<file path="src/rtl/popcount_stats_pkg.sv">
// Shared types and defaults for the popcount window statistics block.
// Holds the output buffer state enum and the WIDTH/WINDOW defaults.
package popcount_stats_pkg;

  localparam int WIDTH_DEF  = 32;
  localparam int WINDOW_DEF = 16;

  typedef enum logic {
    EMPTY = 1'b0,
    FULL  = 1'b1
  } out_state_e;

endpackage

</file>
<file path="src/rtl/stats_out_buf.sv">
// One-entry result buffer with valid/ready handshake and overrun flag.
// Ports: clk_i, arst_n_i, clear_i, load_i, ready_i, sum/min/max in, sum/min/max out, val_o, overrun_o.
module stats_out_buf
  import popcount_stats_pkg::*;
#(
  parameter int CNT_W = 6,
  parameter int SUM_W = 10
) (
  input  logic             clk_i,
  input  logic             arst_n_i,
  input  logic             clear_i,
  input  logic             load_i,
  input  logic             ready_i,
  input  logic [SUM_W-1:0] sum_i,
  input  logic [CNT_W-1:0] min_i,
  input  logic [CNT_W-1:0] max_i,
  output logic [SUM_W-1:0] sum_o,
  output logic [CNT_W-1:0] min_o,
  output logic [CNT_W-1:0] max_o,
  output logic             val_o,
  output logic             overrun_o
);

  out_state_e state, next_state;
  logic       take;
  logic       drop;

  always_comb begin
    next_state = state;
    take       = 1'b0;
    drop       = 1'b0;
    unique case (state)
      EMPTY: begin
        if (load_i) begin
          take       = 1'b1;
          next_state = FULL;
        end
      end
      FULL: begin
        if (load_i && ready_i) begin
          take = 1'b1;
        end else if (load_i) begin
          drop = 1'b1;
        end else if (ready_i) begin
          next_state = EMPTY;
        end
      end
      default: next_state = EMPTY;
    endcase
    if (clear_i) begin
      next_state = EMPTY;
      take       = 1'b0;
      drop       = 1'b0;
    end
  end

  always_ff @(posedge clk_i or negedge arst_n_i) begin
    if (!arst_n_i) begin
      state <= EMPTY;
    end else begin
      state <= next_state;
    end
  end

  always_ff @(posedge clk_i or negedge arst_n_i) begin
    if (!arst_n_i) begin
      sum_o     <= '0;
      min_o     <= '0;
      max_o     <= '0;
      overrun_o <= 1'b0;
    end else if (clear_i) begin
      sum_o     <= '0;
      min_o     <= '0;
      max_o     <= '0;
      overrun_o <= 1'b0;
    end else begin
      if (take) begin
        sum_o <= sum_i;
        min_o <= min_i;
        max_o <= max_i;
      end
      if (drop) begin
        overrun_o <= 1'b1;
      end
    end
  end

  assign val_o = (state == FULL);

endmodule

</file>
<file path="src/rtl/popcount_window_stats.sv">
// Per-window sum/min/max of popcount samples with a held, handshaked result.
// Ports: clk_i, arst_n_i, data_i, data_val_i, clear_i, stats_ready_i, sum_o, min_o, max_o, stats_val_o, overrun_o.
module popcount_window_stats
  import popcount_stats_pkg::*;
#(
  parameter  int WIDTH  = WIDTH_DEF,
  parameter  int WINDOW = WINDOW_DEF,
  localparam int CNT_W  = $clog2(WIDTH) + 1,
  localparam int SUM_W  = CNT_W + $clog2(WINDOW)
) (
  input  logic             clk_i,
  input  logic             arst_n_i,
  input  logic [CNT_W-1:0] data_i,
  input  logic             data_val_i,
  input  logic             clear_i,
  input  logic             stats_ready_i,
  output logic [SUM_W-1:0] sum_o,
  output logic [CNT_W-1:0] min_o,
  output logic [CNT_W-1:0] max_o,
  output logic             stats_val_o,
  output logic             overrun_o
);

  localparam int IDX_W = $clog2(WINDOW);

  logic [IDX_W-1:0] cnt;
  logic [SUM_W-1:0] sum_acc;
  logic [CNT_W-1:0] min_acc;
  logic [CNT_W-1:0] max_acc;

  logic             accept;
  logic             first;
  logic             last;
  logic [SUM_W-1:0] sum_nxt;
  logic [CNT_W-1:0] min_nxt;
  logic [CNT_W-1:0] max_nxt;

  assign accept = data_val_i && !clear_i;
  assign first  = (cnt == '0);
  assign last   = accept && (cnt == IDX_W'(WINDOW - 1));

  // The first sample of a window seeds all three accumulators.
  always_comb begin
    sum_nxt = SUM_W'(data_i);
    min_nxt = data_i;
    max_nxt = data_i;
    if (!first) begin
      sum_nxt = sum_acc + SUM_W'(data_i);
      if (min_acc < data_i) min_nxt = min_acc;
      if (max_acc > data_i) max_nxt = max_acc;
    end
  end

  always_ff @(posedge clk_i or negedge arst_n_i) begin
    if (!arst_n_i) begin
      cnt     <= '0;
      sum_acc <= '0;
      min_acc <= '0;
      max_acc <= '0;
    end else if (clear_i) begin
      cnt     <= '0;
      sum_acc <= '0;
      min_acc <= '0;
      max_acc <= '0;
    end else if (accept) begin
      cnt     <= last ? '0 : cnt + 1'b1;
      sum_acc <= sum_nxt;
      min_acc <= min_nxt;
      max_acc <= max_nxt;
    end
  end

  stats_out_buf #(
    .CNT_W (CNT_W),
    .SUM_W (SUM_W)
  ) u_buf (
    .clk_i     (clk_i),
    .arst_n_i  (arst_n_i),
    .clear_i   (clear_i),
    .load_i    (last),
    .ready_i   (stats_ready_i),
    .sum_i     (sum_nxt),
    .min_i     (min_nxt),
    .max_i     (max_nxt),
    .sum_o     (sum_o),
    .min_o     (min_o),
    .max_o     (max_o),
    .val_o     (stats_val_o),
    .overrun_o (overrun_o)
  );

endmodule

</file>
<file path="config.mk">
export PLATFORM = sky130hd
export DESIGN_NAME = popcount_window_stats
export DESIGN_NICKNAME = d
export VERILOG_FILES = /design/src/rtl/popcount_stats_pkg.sv /design/src/rtl/stats_out_buf.sv /design/src/rtl/popcount_window_stats.sv
export SDC_FILE = /design/constraint.sdc
export NUM_CORES = 1
export LEC_CHECK = 0
export CORE_MARGIN = 2
export CORE_UTILIZATION = 40
export CTS_CLUSTER_SIZE = 28
export DETAILED_ROUTE_END_ITERATION = 8
export SYNTH_ARGS = -nofsm -noshare
export SYNTH_HDL_FRONTEND = slang
export SYNTH_SLANG_ARGS = --single-unit
</file>
<file path="constraint.sdc">
create_clock -name clk_i -period 2.95 [get_ports clk_i]
set_clock_uncertainty 0.05 [all_clocks]
set_input_delay 0.4425 -clock clk_i [delete_from_list [all_inputs] [get_ports clk_i]]
set_output_delay 0.4425 -clock clk_i [all_outputs]
set_load 0.03 [all_outputs]
</file>
==> results of run 1 <==
[Yosys cell counts (all sizes together), types with 5 or more instances]
library cell	instances	share of area [%]
a211oi	6	1.7
a21o	6	1.6
a21oi	19	3.6
buf	10	2.3
clkbuf	9	1.2
dfrtp	50	42
ha	19	8.0
inv	11	1.4
mux2i	23	7.7
nand2	26	3.3
nand2b	5	1.0
nand3	36	6.0
nor2	14	1.8
o21ai	36	7.1
xor2	7	2.1
[worst max-delay path by stage]
| stage | slack, ps | depth (start not counted) | endpoint |
|---|---|---|---|
| 3_3_place_gp | 190 | 8 | min_acc[2] |
| 2_1_floorplan | 990 | 7 | u_buf.sum_o[6] |
| 4_1_cts | 430 | 8 | min_acc[3] |
| 3_5_place_dp | 90 | 8 | min_acc[3] |
| 5_1_grt | 280 | 7 | min_acc[3] |
| 6_report | 420 | 8 | min_acc[3] |
[per-layer routing]
layer	wire (µm)	up-vias	track usage, %	part of all wire (%)
met4	95	0	5.000	1.4
li1	-	1190	-	-
met5	0	-	0	0
met1	3414	1100	26.07	52
met2	2907	49	25.56	44
met3	199	6	2.838	3.0
[area by class of cell]
type / instances / area (µm²)
Fill cell: 718 / 3710
Inverter: 11 / 41.29
Multi-Input combinational cell: 231 / 1584
Clock buffer: 8 / 110.1
Sequential cell: 50 / 1251
Tap cell: 99 / 123.9
Timing Repair Buffer: 47 / 432.9
[cell families after synthesis]
kind of cell / synth area share [%]
AND/OR/NAND/NOR: 16.42
adder cells (fa/ha/maj): 8.648
flip-flops: 41.98
buffers and inverters: 4.869
multiplexers: 8.102
AO/OA/AOI/OAI: 17.63
XOR/XNOR: 2.351
[critical path, stage by stage]
cell and delay (ps):
clkdlybuf4s50_1 610, inv_1 100, ha_1 320, a21o_2 230, a211oi_2 230, o21ai_2 190
and2_1 350, mux2i_1 170
[state kept, by name, summed over array words and instances (netlist names)]
name / count
sum_acc: 10
u_buf.sum_o: 10
max_acc: 6
min_acc: 6
u_buf.max_o: 6
u_buf.min_o: 6
cnt: 4
u_buf.overrun_o: 1
u_buf.val_o: 1
[power breakdown]
group          internal [mW]  switching, mW  total, mW
Combinational          0.124          0.180      0.304
Sequential             0.708         0.0214      0.730
Clock                  0.237          0.225      0.462
Total                   1.07          0.426       1.50
[per-stage QoR]
step / power, mW / hold slack, ps / std cells / util [%] / setup WS [ps]
after floorplan: 0.9594 / 96.91 / 311 / - / 988.9
after detailed placement: 1.050 / 418.2 / 438 / 47.33 / 90.74
after global placement: 1.045 / 422.2 / 438 / 47.33 / 193.6
after CTS: 1.518 / 110.6 / 446 / 48.85 / 427.0
final: 1.496 / 94.56 / 446 / 48.85 / 425.0
after global routing: 1.587 / 138.1 / 446 / 48.85 / 281.4
==> impl_metrics.tcl, run 1 <==
set metrics [dict create \
    status "finished clean" \
    die_area_um2 8158 \
    tns_ps 0 \
    setup-violations-final 0 \
    ys_types 50 \
    layout_common_cells "50 x dfrtp_1, 36 x nand3_1, 33 x clkdlybuf4s50_1" \
    cap_viol_max_count 0 \
    antenna_found_initial 0 \
    cts_made_buffers 5 \
    drtIter0Drc 76 \
    design_area_um2 3543 \
    drtAntennaViolNets 0 \
    avgRoutedWirePerCell_um 14.84 \
    p_leak_nw 1.580 \
    worstReg2RegStart "cnt[0]" \
    insertedDiodeCount 0 \
    finalNetCount 377 \
    required_ps 3070 \
    worst_pin_slew_ps 600.2 \
    start_util_pct 41.09 \
    clkTransAtPathRegs_ps 90 \
    max_freq_mhz 396.0 \
    critPathKind "in -> reg" \
    seq_area_frac_synth_pct 41.98 \
    finalCritPeriodShare_pct 85.59 \
    io_pins 35 \
    first_pass_iters 4 \
    power.density_nw_per_um2 422.2 \
    via_count 2345 \
    reg2reg_depth 7 \
    ys_ff_latch 50 \
    grt_pass1_wl_um 11520 \
    period_needed_ps 2525 \
    core_um2 7253 \
    synthesis.area_um2 2980 \
    cts-resized-gates 0 \
    drv_slew 0 \
    ys.warnings.count 0 \
    htree_levels 2 \
    hpwl_um 4858 \
    synth_edf_count 0 \
    synth_flop_cell "dfrtp_1" \
    syn_inst 311 \
    clk_path_buf_depth 2 \
    grt_max_degree 39 \
    ys_async_sr_fraction_pct 100.0 \
    critical_path_peak_fanout 7 \
    r2r_slack_ps 800 \
    gp_congestion 0.8269 \
    final_common_cell "dfrtp_1" \
    io_buffer_count 34 \
    cp-startpoint "data_i[4]" \
    drive_above_1_share_pct 10.37 \
    start_kind "input pin" \
    synth_nets 342 \
    syn_avg_cell_area_um2 9.583 \
    clkLatencyLatePin_ps 290 \
    slew_headroom_pct 59.99 \
    placementRows 31 \
    worstPathArrival_ps 2640 \
    vias_per_cell 5.258 \
    hold_viol 0 \
    grt_pass1_vias 2311 \
    ir_drop_uv 207.5 \
    endpoint_kind "flip-flop" \
    cts_tree "done" \
    hold_path.class "in -> async" \
    die_w_um 90.32 \
    cts_setup_buffers 0 \
    r2r_end "min_acc[3]" \
    cts_root_buffer "clkbuf_8" \
    rsz0062_at_grt "no" \
    place_area_um2 3433 \
    drcViolationCount 0 \
    routed_wl_um 6617 \
    grt_usage_pct 17.30 \
    die_y_um 90.32 \
    cts.sinks 50 \
    overflow 0 \
    area_growth_pct 18.89 \
    ctsHoldBuffers 0 \
]
Note: power is estimated with default switching activity, not from simulation.
==> run 2, diff against run 1 <==
Settings changed: CORE_MARGIN 2 to unset, REMOVE_ABC_BUFFERS set to 1, TNS_END_PERCENT set to 30.
==> run 2 against run 1 <==
Net effect:
- first-iteration DRC count is 34% higher
- clock-buffer cell count is the same
- routed wire length increased by 4.4%
- highest routed layer unchanged
- largest power group unchanged
==> impl_metrics.tcl, run 2 (same netlist as run 1, synthesis figures left out) <==
set metrics [dict create \
    status "finished clean" \
    die_w_um 88.32 \
    max_freq_mhz 383.3 \
    insertedDiodeCount 0 \
    slew_headroom_pct 69.82 \
    io_pins 35 \
    cap_viol_max_count 0 \
    hold_path.class "in -> async" \
    first_pass_iters 4 \
    via_count 2420 \
    overflow 0 \
    worst_pin_slew_ps 452.7 \
    worstPathArrival_ps 2790 \
    start_util_pct 41.31 \
    cts_root_buffer "clkbuf_8" \
    clk_path_buf_depth 2 \
    antenna_found_initial 0 \
    hold-worst-slack_ps 72.64 \
    drtIter0Drc 102 \
    grt_pass1_wl_um 11640 \
    die_area_um2 7800 \
    avgRoutedWirePerCell_um 15.46 \
    clkLatencyLatePin_ps 300 \
    finalCritPeriodShare_pct 88.45 \
    hpwl_um 4812 \
    layout_common_cells "50 x dfrtp_1, 36 x nand3_1, 33 x clkdlybuf4s50_1" \
    drtAntennaViolNets 0 \
    die_y_um 88.32 \
    cts_made_buffers 5 \
    io_buffer_count 34 \
    core_um2 7214 \
    cts_tree "done" \
    slowest_stage "clkdlybuf4s50_1" \
    crit_chain "clkdlybuf4s50_1 -> inv_1 -> ha_1 -> a31oi_1 -> o21ai_2 -> and2_1 -> mux2i_1" \
    area_growth_pct 19.14 \
    required_ps 3130 \
    ctsHoldBuffers 0 \
    power.density_nw_per_um2 424.3 \
    top_regs "sum_acc: 10 flops, u_buf.sum_o: 10 flops" \
    ir_drop_uv 191.0 \
    critical_path_peak_fanout 7 \
    grt_max_degree 37 \
    grt_pass1_vias 2272 \
    endpoint_kind "flip-flop" \
    clkTransAtPathRegs_ps 90 \
    routed_wl_um 6911 \
    htree_levels 2 \
    placementRows 31 \
    finalNetCount 378 \
    final_common_cell "dfrtp_1" \
    vias_per_cell 5.414 \
    cts_setup_buffers 0 \
    grt_usage_pct 19.60 \
    final_util_pct 49.22 \
    critPathMaxStageDelay_ps 690 \
    cts-resized-gates 0 \
    p_leak_nw 1.585 \
    drv_slew 0 \
    setup-violations-final 0 \
    hold_viol 0 \
    tns_ps 0 \
    start_kind "input pin" \
    cts.sinks 50 \
    drcViolationCount 0 \
    fillers 702 \
    period_needed_ps 2609 \
    gp_congestion 0.8623 \
    critPathKind "in -> reg" \
    drive_above_1_share_pct 10.63 \
    rsz0062_at_grt "no" \
]
==> run 2: worst max-delay path: cells and delay by family <==
kind	cells	cell delay, ps
AO/OA/AOI/OAI	2	490
adder cells (fa/ha/maj)	1	300
buffers and inverters	2	830
multiplexers	1	240
AND/OR/NAND/NOR	1	470
==> run 2: stage by stage <==
| step | std cells | power (mW) | setup WS, ps | area (µm²) |
|---|---|---|---|---|
| global placement | 439 | 1.048 | 93.34 | 3441 |
| CTS | 447 | 1.530 | 328.5 | 3551 |
| floorplan | 292 | 0.9344 | 633.1 | 2877 |
| global route | 447 | 1.592 | 185.3 | 3551 |
| detailed placement | 439 | 1.054 | 65.39 | 3441 |
| finish | 447 | 1.507 | 340.8 | 3551 |
==> run 2: final cells by class <==
class | count | area [µm²] | area share (%)
inverters | 11 | 41.29 | 1.163
flip-flops and latches | 50 | 1251 | 35.24
clock buffers | 8 | 110.1 | 3.101
multi-input cells | 231 | 1584 | 44.61
repair buffers | 48 | 440.4 | 12.40
well taps | 99 | 123.9 | 3.488
==> run 2: power breakdown <==
group	internal [mW]	leakage [nW]	switching, mW	total [mW]
logic	0.126	0.843	0.184	0.310
clock network	0.237	0.0575	0.229	0.466
registers	0.708	0.684	0.0220	0.730
total	1.07	1.58	0.435	1.51
==> run 2: per-layer routing <==
metal	GRT usage, %	vias to the layer above	share of wire, %
met2	30.91	53	46
met4	6.452	0	1.8
met5	0	-	0
met1	27.36	1169	49
met3	3.358	11	2.9
li1	-	1187	-
==> run 2: path summary, 6_finish.rpt <==
path | slack [ps] | start | depth (start not counted) | endpoint
setup / recovery | 340 | data_i[1] | 7 | min_acc[5]
max in group asynchronous | 2470 | arst_n_i | 2 | min_acc[4]
hold reg to reg | 450 | u_buf.overrun_o | 1 | u_buf.overrun_o
min in group clk_i | 450 | u_buf.overrun_o | 1 | u_buf.overrun_o
setup reg to reg | 810 | sum_acc[0] | 7 | u_buf.sum_o[6]
hold / removal | 70 | arst_n_i | 2 | sum_acc[8]
==> run 3, diff against run 2 <==
Settings changed: GPL_ROUTABILITY_DRIVEN set to 0.
==> results of run 3 <==
No change in the layout: final DEF, timing and power equal those of run 2.
